<file path="src/rtl/nv_fifo_ctrl_128x11_pkg.sv">
// Shared constants and pointer type for the 128x11 FIFO controller.
package nv_fifo_ctrl_128x11_pkg;

    localparam int NV_FIFO128_DEPTH = 128;
    localparam int NV_FIFO128_AW    = 7;
    localparam int NV_FIFO128_WIDTH = 11;

    // Read/write pointer: address bits plus one wrap bit.
    typedef logic [NV_FIFO128_AW:0] nv_fifo128_ptr_t;

endpackage : nv_fifo_ctrl_128x11_pkg

</file>
<file path="src/rtl/nv_fifo_ctrl_rd_pipe.sv">
// Read-side pipeline for the 128x11 FIFO: steers the RAM read-address and
// output-register stages and owns the read pointer.
module nv_fifo_ctrl_rd_pipe #(
    parameter int AW = 7
) (
    input  logic          clk,
    input  logic          rst,
    input  logic [AW:0]   avail_i,
    input  logic          out_rdy_i,
    output logic          out_vld_o,
    output logic          ram_re_o,
    output logic          ram_ore_o,
    output logic [AW-1:0] ram_ra_o,
    output logic [AW:0]   rd_ptr_o,
    output logic          v1_o,
    output logic          v2_o
);

    logic        v1_q;
    logic        v1_d;
    logic        v2_q;
    logic        v2_d;
    logic [AW:0] rd_ptr_q;
    logic [AW:0] rd_ptr_d;
    logic        pop_s;
    logic        ore_s;
    logic        re_s;

    // Stage advance: each stage moves only when the one after it can take
    // the word, so a stalled consumer freezes both RAM registers in place.
    always_comb begin
        pop_s    = v2_q & out_rdy_i;
        ore_s    = v1_q & (~v2_q | pop_s);
        re_s     = (avail_i != {(AW+1){1'b0}}) & (~v1_q | ore_s);
        v1_d     = re_s | (v1_q & ~ore_s);
        v2_d     = ore_s | (v2_q & ~pop_s);
        rd_ptr_d = rd_ptr_q;
        if (re_s) begin
            rd_ptr_d = rd_ptr_q + {{AW{1'b0}}, 1'b1};
        end else begin
            rd_ptr_d = rd_ptr_q;
        end
    end

    // Read pointer and stage valid registers.
    always_ff @(posedge clk or posedge rst) begin
        if (rst) begin
            v1_q     <= 1'b0;
            v2_q     <= 1'b0;
            rd_ptr_q <= {(AW+1){1'b0}};
        end else begin
            v1_q     <= v1_d;
            v2_q     <= v2_d;
            rd_ptr_q <= rd_ptr_d;
        end
    end

    assign out_vld_o = v2_q;
    assign ram_re_o  = re_s;
    assign ram_ore_o = ore_s;
    assign ram_ra_o  = rd_ptr_q[AW-1:0];
    assign rd_ptr_o  = rd_ptr_q;
    assign v1_o      = v1_q;
    assign v2_o      = v2_q;

endmodule : nv_fifo_ctrl_rd_pipe

</file>
<file path="src/rtl/nv_fifo_ctrl_128x11.sv">
// Valid/ready FIFO controller around a 128x11 two-port RAM whose dout register
// is the FIFO output. Define NV_FIFO_CTRL_HWM_EN to add the high-water mark.
module nv_fifo_ctrl_128x11
    import nv_fifo_ctrl_128x11_pkg::*;
#(
    parameter int DEPTH = NV_FIFO128_DEPTH,
    parameter int WIDTH = NV_FIFO128_WIDTH,
    parameter int AW    = NV_FIFO128_AW
) (
    input  logic             clk,
    input  logic             rst,
    input  logic             in_vld,
    output logic             in_rdy,
    input  logic [WIDTH-1:0] in_data,
    output logic             out_vld,
    input  logic             out_rdy,
    output logic [WIDTH-1:0] out_data,
    output logic [AW-1:0]    ram_wa,
    output logic             ram_we,
    output logic [WIDTH-1:0] ram_di,
    output logic [AW-1:0]    ram_ra,
    output logic             ram_re,
    output logic             ram_ore,
    input  logic [WIDTH-1:0] ram_dout,
    output logic [AW:0]      occupancy
`ifdef NV_FIFO_CTRL_HWM_EN
    ,
    output logic [AW:0]      hwm
`endif
);

    logic [AW:0] wr_ptr_q;
    logic [AW:0] wr_ptr_d;
    logic [AW:0] rd_ptr_s;
    logic [AW:0] avail_s;
    logic [AW:0] occupancy_s;
    logic        in_rdy_s;
    logic        push_s;
    logic        v1_s;
    logic        v2_s;

    nv_fifo_ctrl_rd_pipe #(
        .AW (AW)
    ) u_rd_pipe (
        .clk       (clk),
        .rst       (rst),
        .avail_i   (avail_s),
        .out_rdy_i (out_rdy),
        .out_vld_o (out_vld),
        .ram_re_o  (ram_re),
        .ram_ore_o (ram_ore),
        .ram_ra_o  (ram_ra),
        .rd_ptr_o  (rd_ptr_s),
        .v1_o      (v1_s),
        .v2_o      (v2_s)
    );

    // Fill level counts words still in the RAM plus those already in the read
    // stages; full is decided on this count, never on pointer equality.
    always_comb begin
        avail_s     = wr_ptr_q - rd_ptr_s;
        occupancy_s = avail_s + (AW+1)'(v1_s) + (AW+1)'(v2_s);
        in_rdy_s    = (occupancy_s < (AW+1)'(DEPTH));
        push_s      = in_vld & in_rdy_s;
        wr_ptr_d    = wr_ptr_q;
        if (push_s) begin
            wr_ptr_d = wr_ptr_q + {{AW{1'b0}}, 1'b1};
        end else begin
            wr_ptr_d = wr_ptr_q;
        end
    end

    // Write pointer register.
    always_ff @(posedge clk or posedge rst) begin
        if (rst) begin
            wr_ptr_q <= {(AW+1){1'b0}};
        end else begin
            wr_ptr_q <= wr_ptr_d;
        end
    end

    assign in_rdy    = in_rdy_s;
    assign ram_we    = push_s;
    assign ram_wa    = wr_ptr_q[AW-1:0];
    assign ram_di    = in_data;
    assign out_data  = ram_dout;
    assign occupancy = occupancy_s;

`ifdef NV_FIFO_CTRL_HWM_EN
    logic [AW:0] hwm_q;
    logic [AW:0] hwm_d;

    // Running maximum of the fill level.
    always_comb begin
        hwm_d = hwm_q;
        if (occupancy_s > hwm_q) begin
            hwm_d = occupancy_s;
        end else begin
            hwm_d = hwm_q;
        end
    end

    // High-water mark register.
    always_ff @(posedge clk or posedge rst) begin
        if (rst) begin
            hwm_q <= {(AW+1){1'b0}};
        end else begin
            hwm_q <= hwm_d;
        end
    end

    assign hwm = hwm_q;
`endif

endmodule : nv_fifo_ctrl_128x11

</file>
<file path="config.mk">
export PLATFORM = sky130hd
export DESIGN_NAME = nv_fifo_ctrl_128x11
export DESIGN_NICKNAME = d
export VERILOG_FILES = /design/src/rtl/nv_fifo_ctrl_128x11_pkg.sv /design/src/rtl/nv_fifo_ctrl_rd_pipe.sv /design/src/rtl/nv_fifo_ctrl_128x11.sv
export SDC_FILE = /design/constraint.sdc
export NUM_CORES = 1
export LEC_CHECK = 0
export ABC_AREA = 0
export BUFFER_PORTS_ARGS = -buffer_cell sky130_fd_sc_hd__buf_4
export CORE_MARGIN = 10
export CORE_UTILIZATION = 26
export CTS_CLUSTER_DIAMETER = 200
export DETAILED_ROUTE_END_ITERATION = 10
export SLEW_MARGIN = 0
export SYNTH_ARGS = -nofsm -noshare
export SYNTH_HDL_FRONTEND = slang
export SYNTH_SLANG_ARGS = --single-unit
</file>
<file path="constraint.sdc">
create_clock -name clk -period 11.4 [get_ports clk]
set_input_delay 3.42 -clock clk [delete_from_list [all_inputs] [get_ports clk]]
set_output_delay 3.42 -clock clk [all_outputs]
set_load 0.01 [all_outputs]
</file>
==> results of run 1 <==
==> cells by family after synthesis <==
kind of cell,count (synthesis),synth area share
AOI/OAI and AO/OA,18,0.0844
xor gates and xnor gates,22,0.122
adders and majority gates,12,0.100
buffers and inverters,53,0.203
DFF,18,0.274
muxes,2,0.0183
and+or+nand+nor,54,0.198
==> layout make-up <==
type | count | area (µm²)
inverters | 17 | 63.8
multi-input cells | 108 | 861
fillers | 666 | 4290
clock buffers | 3 | 41.3
flip-flops and latches | 18 | 450
well taps | 75 | 93.8
repair buffers | 30 | 225
==> cell usage in the layout, fill, tap and decap left out, types with 2 or more instances in the layout <==
cell / synthesis / final
buf_4: 36 / 30
dfrtp_1: 18 / 18
inv_1: 17 / 17
xnor2_1: 14 / 14
nand3_1: 12 / 12
ha_1: 10 / 10
nand2_1: 8 / 8
xor2_1: 7 / 7
a21oi_1: 5 / 5
nor2_1: 5 / 5
nor3_1: 4 / 4
nor2b_1: 3 / 3
and3_1: 3 / 3
clkbuf_8: 0 / 3
nor3b_1: 2 / 2
o21ai_0: 2 / 2
and4_1: 2 / 2
nand2b_1: 2 / 2
mux2_4: 2 / 2
nor4_1: 2 / 2
fa_1: 2 / 2
==> registers in the layout, summed over array words and instances, names as in the netlist <==
register and flops:
u_rd_pipe.out_vld_o 1, u_rd_pipe.rd_ptr_o 8, u_rd_pipe.v1_o 1, wr_ptr_q 8
==> stage by stage <==
stage	hold WS (ns)	setup slack, ns	cells	util
after floorplan	0.461	3.98	179	-
after global placement	0.479	3.64	248	0.281
after detailed placement	0.477	3.61	248	0.281
after CTS	0.494	3.60	251	0.288
after global routing	0.515	3.51	251	0.288
final	0.487	3.60	251	0.288
==> worst min-delay path by stage <==
stage / from / endpoint / slack [ns]
floorplan: u_rd_pipe.rd_ptr_o[7] / u_rd_pipe.rd_ptr_o[7] / 0.46
global placement: u_rd_pipe.rd_ptr_o[7] / u_rd_pipe.rd_ptr_o[7] / 0.48
detailed placement: u_rd_pipe.rd_ptr_o[7] / u_rd_pipe.rd_ptr_o[7] / 0.48
CTS: u_rd_pipe.rd_ptr_o[7] / u_rd_pipe.rd_ptr_o[7] / 0.49
global route: wr_ptr_q[7] / wr_ptr_q[7] / 0.51
finish: u_rd_pipe.rd_ptr_o[7] / u_rd_pipe.rd_ptr_o[7] / 0.49
==> metal layers <==
layer	up-vias	track usage	share of wire
met3	9	0.0138	0.046
met1	538	0.0813	0.46
li1	566	-	-
met4	0	0.0507	0.027
met5	-	0	0
met2	24	0.115	0.46
==> impl_metrics.json, run 1 <==
{
  "period_share": 0.684,
  "synthMostInstantiatedCell": "buf_4",
  "wl_per_cell_um": 14.1,
  "hold_depth": 1,
  "r2r-end": "u_rd_pipe.rd_ptr_o[1]",
  "skew_ns": 0.000873,
  "place.gp.congestion": 0.813,
  "crit_path_end": "ram_re",
  "status": "finished clean",
  "rr_worst_depth": 11,
  "crit_top_cell": "buf_4",
  "fin_nets": 216,
  "ys_async_sr_fraction": 1.00,
  "endpoint_kind": "output port",
  "grt_pass1_wl_um": 5660,
  "io_buffers": 30,
  "final.min_clock_period_ns": 7.80,
  "cts_buffers": 3,
  "grt-ovfl-total": 0,
  "rsz0062_at_grt": "no",
  "final_area_mm2": 0.00174,
  "postCtsSetupRepairBufs": 0,
  "clk_latency_ns": 0.25,
  "setup_tns_ns": 0,
  "ys_seq_area_frac": 0.274,
  "final_hold_viol_count": 0,
  "cp-startpoint": "out_rdy",
  "maxSlewHeadroom": 0.546,
  "clock_sink_count": 18,
  "drt_wl_total_um": 3530,
  "root_buffer": "clkbuf_8",
  "vias_per_cell": 4.53,
  "reg2reg_from": "wr_ptr_q[0]",
  "ys_ff_latch": 18,
  "core_mm2": 0.00603,
  "ctsResizeCount": 0,
  "yosys.area.top_type": "dfrtp_1",
  "fmax_mhz": 128,
  "die-area_mm2": 0.00991,
  "drv_cap": 0,
  "place_hpwl_um": 2860,
  "hp-class": "reg2reg",
  "drt-initial-drc-count": 33,
  "cts_tree": "built",
  "row_count": 28,
  "required_ns": 7.98,
  "io-pin-count": 75,
  "ys_top_cells_by_area": "dfrtp_1 27%, buf_4 16%, ha_1 7.6%",
  "placed_area_mm2": 0.00169,
  "grt_util_all_layers": 0.0708,
  "crit_chain": "buf_4, nand2b_1, nor2_1, nor2_2, buf_4",
  "synth.distinct_cells": 43,
  "drt-pass1-iter-count": 4,
  "ant_nets": 0,
  "antenna_found_initial": 0,
  "first_global_vias": 1155,
  "syn_nets": 217,
  "die_w_um": 99.6,
  "cp_slowest_stage_delay_ns": 0.39,
  "netlist.area_leader.share": 0.274,
  "syn2layout_area_growth_pct": 5.48,
  "cts_hold_buf": 0,
  "path_buf_inv": 2,
  "die_h_um": 99.6,
  "synth.cell_area_mm2": 0.00165,
  "synthCells": 179,
  "grt_max_degree": 19,
  "tightest_slew_ns": 0.680,
  "r2r_slack_ns": 8.10,
  "synth_edf_count": 0,
  "drc": 0,
  "yosysWarnings": 0,
  "clkTransAtPathRegs_ns": 0.06,
  "worst-path-stages": 5,
  "ys_top_cells_by_count": "36 x buf_4, 18 x dfrtp_1, 17 x inv_1",
  "critPathArrivalTime_ns": 4.38,
  "vias": 1137,
  "clockBufferDepth": 2,
  "finalMaxSlewViolations": 0,
  "critPathTopFamily": "simple AND/OR/NAND/NOR gates",
  "crit_fanout": 7,
  "start_util": 0.273,
  "drive_above_1_share": 0.250,
  "path_class": "in2out",
  "num_antenna_cells": 0,
  "cp_slowest_cell": "nor2_1",
  "startpoint_type": "primary input",
  "synth.avg_cell_area_um2": 9.19,
  "setup_violations": 0,
  "ctsHtreeMaxLevel": 1,
  "synth_ff_type": "dfrtp_1"
}
Power of run 1 is left out: the tool's default activity adds up to more than one toggle a clock period on the data nets, which glitch-free logic cannot reach.
==> inputs of run 2 (changes only) <==
==> constraint.sdc (replaced) <==
create_clock -name clk -period 6.8 [get_ports clk]
set_input_delay 2.04 -clock clk [delete_from_list [all_inputs] [get_ports clk]]
set_output_delay 2.04 -clock clk [all_outputs]
set_load 0.01 [all_outputs]
==> impl_metrics.json, run 2 (synthesis gave the netlist of run 1 again) <==
{
  "io-pin-count": 75,
  "worst-path-stages": 11,
  "die-area_mm2": 0.00991,
  "layout_common_cells": "30 x buf_4, 18 x dfrtp_1, 17 x inv_1",
  "finalMaxSlewViolations": 0,
  "root_buffer": "clkbuf_8",
  "fmax_mhz": 188,
  "ant_nets": 0,
  "rsz0062_at_grt": "no",
  "skew_ns": 0.00225,
  "first_global_vias": 1170,
  "fin_nets": 216,
  "r2r_slack_ns": 3.52,
  "critPathArrivalTime_ns": 3.28,
  "start_util": 0.273,
  "clock_sink_count": 18,
  "vias_per_cell": 4.45,
  "crit_path_end": "ram_re",
  "cp_slowest_stage_delay_ns": 0.54,
  "cts_buffers": 3,
  "ctsHtreeMaxLevel": 1,
  "rr_worst_depth": 11,
  "tightest_slew_ns": 0.696,
  "drc": 0,
  "grt_max_degree": 19,
  "path_class": "reg2out",
  "postCtsSetupRepairBufs": 0,
  "cp-startpoint": "wr_ptr_q[0]",
  "r2r-end": "u_rd_pipe.rd_ptr_o[1]",
  "antenna_found_initial": 0,
  "critPathTopFamily": "simple AND/OR/NAND/NOR gates",
  "die_w_um": 99.6,
  "setup_violations": 0,
  "crit_fanout": 8,
  "clockBufferDepth": 2,
  "startpoint_type": "register",
  "drv_cap": 0,
  "fillCellCount": 643,
  "drt-initial-drc-count": 27,
  "wl_per_cell_um": 13.6,
  "maxSlewHeadroom": 0.536,
  "reg2reg_from": "wr_ptr_q[0]",
  "final_hold_viol_count": 0,
  "cts_hold_buf": 0,
  "clkTransAtPathRegs_ns": 0.07,
  "core_mm2": 0.00603,
  "vias": 1121,
  "grt_util_all_layers": 0.0703,
  "cp_slowest_cell": "or4_4",
  "die_h_um": 99.6,
  "final.min_clock_period_ns": 5.32,
  "endpoint_kind": "output port",
  "grt-ovfl-total": 0,
  "num_antenna_cells": 0,
  "crit_top_cell": "inv_1",
  "hp-class": "reg2reg",
  "clk_latency_ns": 0.25,
  "setup_tns_ns": 0,
  "final_common_cell": "buf_4",
  "drt-pass1-iter-count": 5,
  "ctsResizeCount": 0,
  "place.gp.congestion": 0.809,
  "path_buf_inv": 3,
  "io_buffers": 30,
  "syn2layout_area_growth_pct": 6.31,
  "status": "finished clean",
  "grt_pass1_wl_um": 5770,
  "required_ns": 4.76,
  "crit_chain": "inv_1, ha_1, inv_1, fa_1, a211o_1, a21oi_2, a21oi_1, or4_4, nor4_4, nor2_2, buf_4",
  "drive_above_1_share": 0.254,
  "cts_tree": "built",
  "place_hpwl_um": 2830,
  "period_share": 0.782,
  "row_count": 28,
  "drt_wl_total_um": 3430
}
==> run 2: worst min-delay path by stage <==
stage / startpoint / endpoint / slack [ns] / depth (start not counted)
after CTS: wr_ptr_q[7] / wr_ptr_q[7] / 0.50 / 1
final: wr_ptr_q[7] / wr_ptr_q[7] / 0.49 / 1
after detailed placement: wr_ptr_q[7] / wr_ptr_q[7] / 0.48 / 1
after global placement: wr_ptr_q[7] / wr_ptr_q[7] / 0.48 / 1
after floorplan: u_rd_pipe.rd_ptr_o[7] / u_rd_pipe.rd_ptr_o[7] / 0.46 / 1
after global routing: wr_ptr_q[7] / wr_ptr_q[7] / 0.52 / 1
==> run 2: area by class of cell <==
| type | count | area, µm² | area share |
|---|---|---|---|
| Timing Repair Buffer | 30 | 225 | 0.129 |
| Inverter | 17 | 63.8 | 0.0365 |
| Tap cell | 75 | 93.8 | 0.0536 |
| Sequential cell | 18 | 450 | 0.258 |
| Multi-Input combinational cell | 108 | 861 | 0.492 |
| Clock buffer | 4 | 55.1 | 0.0315 |
==> run 2: worst register-to-register path, cell delays in order (launching register included) <==
cell	delay, ns
dfrtp_1	0.41
inv_1	0.10
ha_1	0.19
inv_1	0.06
fa_1	0.39
a211o_1	0.37
a21oi_2	0.16
a21oi_1	0.09
or4_4	0.54
nor4_4	0.41
nor2_2	0.12
mux2_4	0.31
==> run 2: per-layer routing <==
layer / global-route usage / share of wire / vias up
met5: 0 / 0 / -
met4: 0.0408 / 0.015 / 0
met3: 0.0145 / 0.051 / 4
met2: 0.109 / 0.46 / 32
met1: 0.0880 / 0.47 / 517
li1: - / - / 568
==> run 2: through the flow <==
stage	util	hold slack [ns]	setup WS (ns)	area (µm²)	std cells
2_1_floorplan	-	0.461	2.13	1650	179
3_5_place_dp	0.281	0.483	1.77	1690	248
4_1_cts	0.290	0.496	1.48	1750	252
3_3_place_gp	0.281	0.481	1.80	1690	248
5_1_grt	0.290	0.523	1.26	1750	252
6_report	0.290	0.491	1.48	1750	252
Power of run 2 is left out for the same reason.
==> inputs of run 3 (changes only) <==
--- a/config.mk
+++ b/config.mk
@@ -5,7 +5,7 @@
 export SDC_FILE = /design/constraint.sdc
 export NUM_CORES = 1
 export LEC_CHECK = 0
-export ABC_AREA = 0
+export ABC_AREA = 1
 export BUFFER_PORTS_ARGS = -buffer_cell sky130_fd_sc_hd__buf_4
 export CORE_MARGIN = 10
 export CORE_UTILIZATION = 26
==> constraint.sdc (replaced) <==
create_clock -name clk -period 5.18 [get_ports clk]
set_input_delay 1.554 -clock clk [delete_from_list [all_inputs] [get_ports clk]]
set_output_delay 1.554 -clock clk [all_outputs]
set_load 0.01 [all_outputs]
==> impl_metrics.json, run 3 <==
{
  "status": "finished clean",
  "drv_cap": 0,
  "finalMaxSlewViolations": 0,
  "place_hpwl_um": 3150,
  "antenna_found_initial": 0,
  "syn2layout_area_growth_pct": 5.72,
  "synth_adder_area_share": 0.0888,
  "final_cells": 347,
  "netlist.area_leader.share": 0.242,
  "synthCells": 255,
  "cts_buffers": 3,
  "synth-compound-area-share": 0.0410,
  "synth_top_family_by_area": "simple AND/OR/NAND/NOR gates",
  "cp_slowest_stage_delay_ns": 0.53,
  "place_inst": 343,
  "r2r_slack_ns": 2.71,
  "synth.distinct_cells": 24,
  "hold_depth": 2,
  "reg2reg_from": "wr_ptr_q[0]",
  "setup_tns_ns": 0,
  "final.min_clock_period_ns": 4.21,
  "fin_nets": 290,
  "synth-xor-area-share": 0.0848,
  "path_class": "reg2out",
  "io-pin-count": 75,
  "clockBufferDepth": 2,
  "skew_ns": 0.00352,
  "leakage_uw": 0.00106,
  "met2_usage": 0.115,
  "critPathArrivalTime_ns": 2.65,
  "fillCellCount": 750,
  "ys_top_cells_by_count": "55 x nand2_1, 44 x inv_1, 36 x buf_4",
  "rsz0062_at_grt": "no",
  "startpoint_type": "register",
  "grt-ovfl-total": 0,
  "maxSlewHeadroom": 0.507,
  "clock_sink_count": 18,
  "met1_usage": 0.0901,
  "vias_per_cell": 4.04,
  "start_util": 0.271,
  "first_global_vias": 1359,
  "die_h_um": 105,
  "synth.cell_area_mm2": 0.00186,
  "crit_top_cell": "inv_1",
  "rr_worst_depth": 13,
  "multi_input_area_um2": 946,
  "synth.avg_cell_area_um2": 7.29,
  "cellPowerDensity_mw_per_mm2": 701,
  "grt_max_degree": 19,
  "num_antenna_cells": 0,
  "core_mm2": 0.00687,
  "yosys.area.top_type": "dfrtp_1",
  "grt_util_all_layers": 0.0716,
  "drt_wl_total_um": 3870,
  "clkTransAtPathRegs_ns": 0.08,
  "final_hold_viol_count": 0,
  "ys_async_sr_fraction": 1.00,
  "root_buffer": "clkbuf_8",
  "place.gp.congestion": 0.817,
  "required_ns": 3.63,
  "synth_ff_type": "dfrtp_1",
  "die_w_um": 105,
  "cts_tree": "built",
  "ant_nets": 0,
  "clk_latency_ns": 0.26,
  "syn_nets": 293,
  "hp-start": "u_rd_pipe.v1_o",
  "placed_area_mm2": 0.00191,
  "fmax_mhz": 238,
  "synth_simple_gate_area_frac": 0.294,
  "ys_ff_latch": 18,
  "period_share": 0.812,
  "cp_slowest_cell": "fa_1",
  "drt-pass1-iter-count": 4,
  "crit_chain": "inv_1, ha_1, inv_1, fa_1, nand2_1, nor2_2, nand3_1, nor2_2, nand3_1, nand2_1, nand2_2, inv_1, buf_4",
  "cts_hold_buf": 0,
  "regArea_um2": 450,
  "holdPathEnd": "u_rd_pipe.out_vld_o",
  "hold_slack_ns": 0.505,
  "synth_edf_count": 0,
  "ctsHtreeMaxLevel": 1,
  "wl_per_cell_um": 11.2,
  "grt_pass1_wl_um": 6610,
  "hp-class": "reg2reg",
  "synthMuxAreaShare": 0,
  "ir_worst_vdd_mv": 0.169,
  "postCtsSetupRepairBufs": 0,
  "drc": 0,
  "yosysWarnings": 0,
  "endpoint_kind": "output port",
  "r2r-end": "wr_ptr_q[4]",
  "row_count": 30,
  "setup_violations": 0,
  "final_area_mm2": 0.00197,
  "top_usage_layer": "met2",
  "ys_seq_area_frac": 0.242,
  "gr-usage-met3": 0.0233,
  "tightest_slew_ns": 0.739,
  "io_buffers": 30,
  "die-area_mm2": 0.0109,
  "vias": 1403,
  "final_common_cell": "nand2_1",
  "ctsResizeCount": 0,
  "drive_above_1_share": 0.239,
  "layout_common_cells": "55 x nand2_1, 44 x inv_1, 30 x buf_4",
  "synthMostInstantiatedCell": "nand2_1",
  "ys_top_cells_by_area": "dfrtp_1 24%, buf_4 15%, nand2_1 11%",
  "crit_fanout": 10,
  "drt-initial-drc-count": 68
}
[run 3: cell types whose count changed after synthesis, moves of 3 or more]
cell,delta
nand2_2,+12
xnor2_1,-10
nand2_1,+47
o21ai_2,+7
nand4_1,+4
nor2b_1,-3
xor2_1,+7
nand3_1,+13
inv_1,+27
[run 3: cell type report]
type / count / area share
Inverter: 45 / 0.0859
Multi-Input combinational cell: 154 / 0.481
Tap cell: 96 / 0.0611
Sequential cell: 18 / 0.229
Clock buffer: 4 / 0.0280
Timing Repair Buffer: 30 / 0.115
[run 3: power breakdown]
| part | internal (µW) | switching (µW) | total (µW) | leakage [µW] |
|---|---|---|---|---|
| Combinational | 435 | 606 | 1040 | 0.000797 |
| Clock | 67.6 | 54.0 | 122 | 0.0000288 |
| Sequential | 170 | 44.6 | 214 | 0.000230 |
| Total | 673 | 704 | 1380 | 0.00106 |
[run 3: worst max-delay path by stage]
stage | from | to | slack (ns)
floorplan | out_rdy | ram_re | 1.51
global placement | out_rdy | ram_re | 1.25
detailed placement | out_rdy | ram_re | 1.25
CTS | wr_ptr_q[0] | ram_we | 0.95
global route | wr_ptr_q[0] | occupancy[7] | 0.77
finish | wr_ptr_q[0] | occupancy[7] | 0.97
[run 3: worst max-delay path: cells and delay by family, from the launching register on]
kind | cells | cell delay, ns
adders and majority gates | 2 | 0.67
buffers and inverters | 4 | 0.39
DFF | 1 | 0.44
and+or+nand+nor | 7 | 0.90
[run 3: cell families after synthesis]
kind of cell | Yosys count
compound gates | 10
buf+inv | 83
xor+xnor | 18
simple gates | 114
flops | 18
fa+ha+maj | 12
[run 3: through the flow]
| step | power [µW] | util | setup WS, ns |
|---|---|---|---|
| CTS | 1410 | 0.286 | 0.947 |
| global placement | 1270 | 0.278 | 1.25 |
| floorplan | 946 | - | 1.51 |
| global route | 1530 | 0.286 | 0.773 |
| detailed placement | 1280 | 0.278 | 1.25 |
| finish | 1380 | 0.286 | 0.972 |
[run 3: routing by layer]
layer  vias to the layer above  share of wire
li1                        740              -
met1                       633           0.48
met2                        26           0.45
met3                         4          0.065
met4                         0         0.0059
met5                         -              0
No activity file was read; power rests on OpenSTA's default activity.
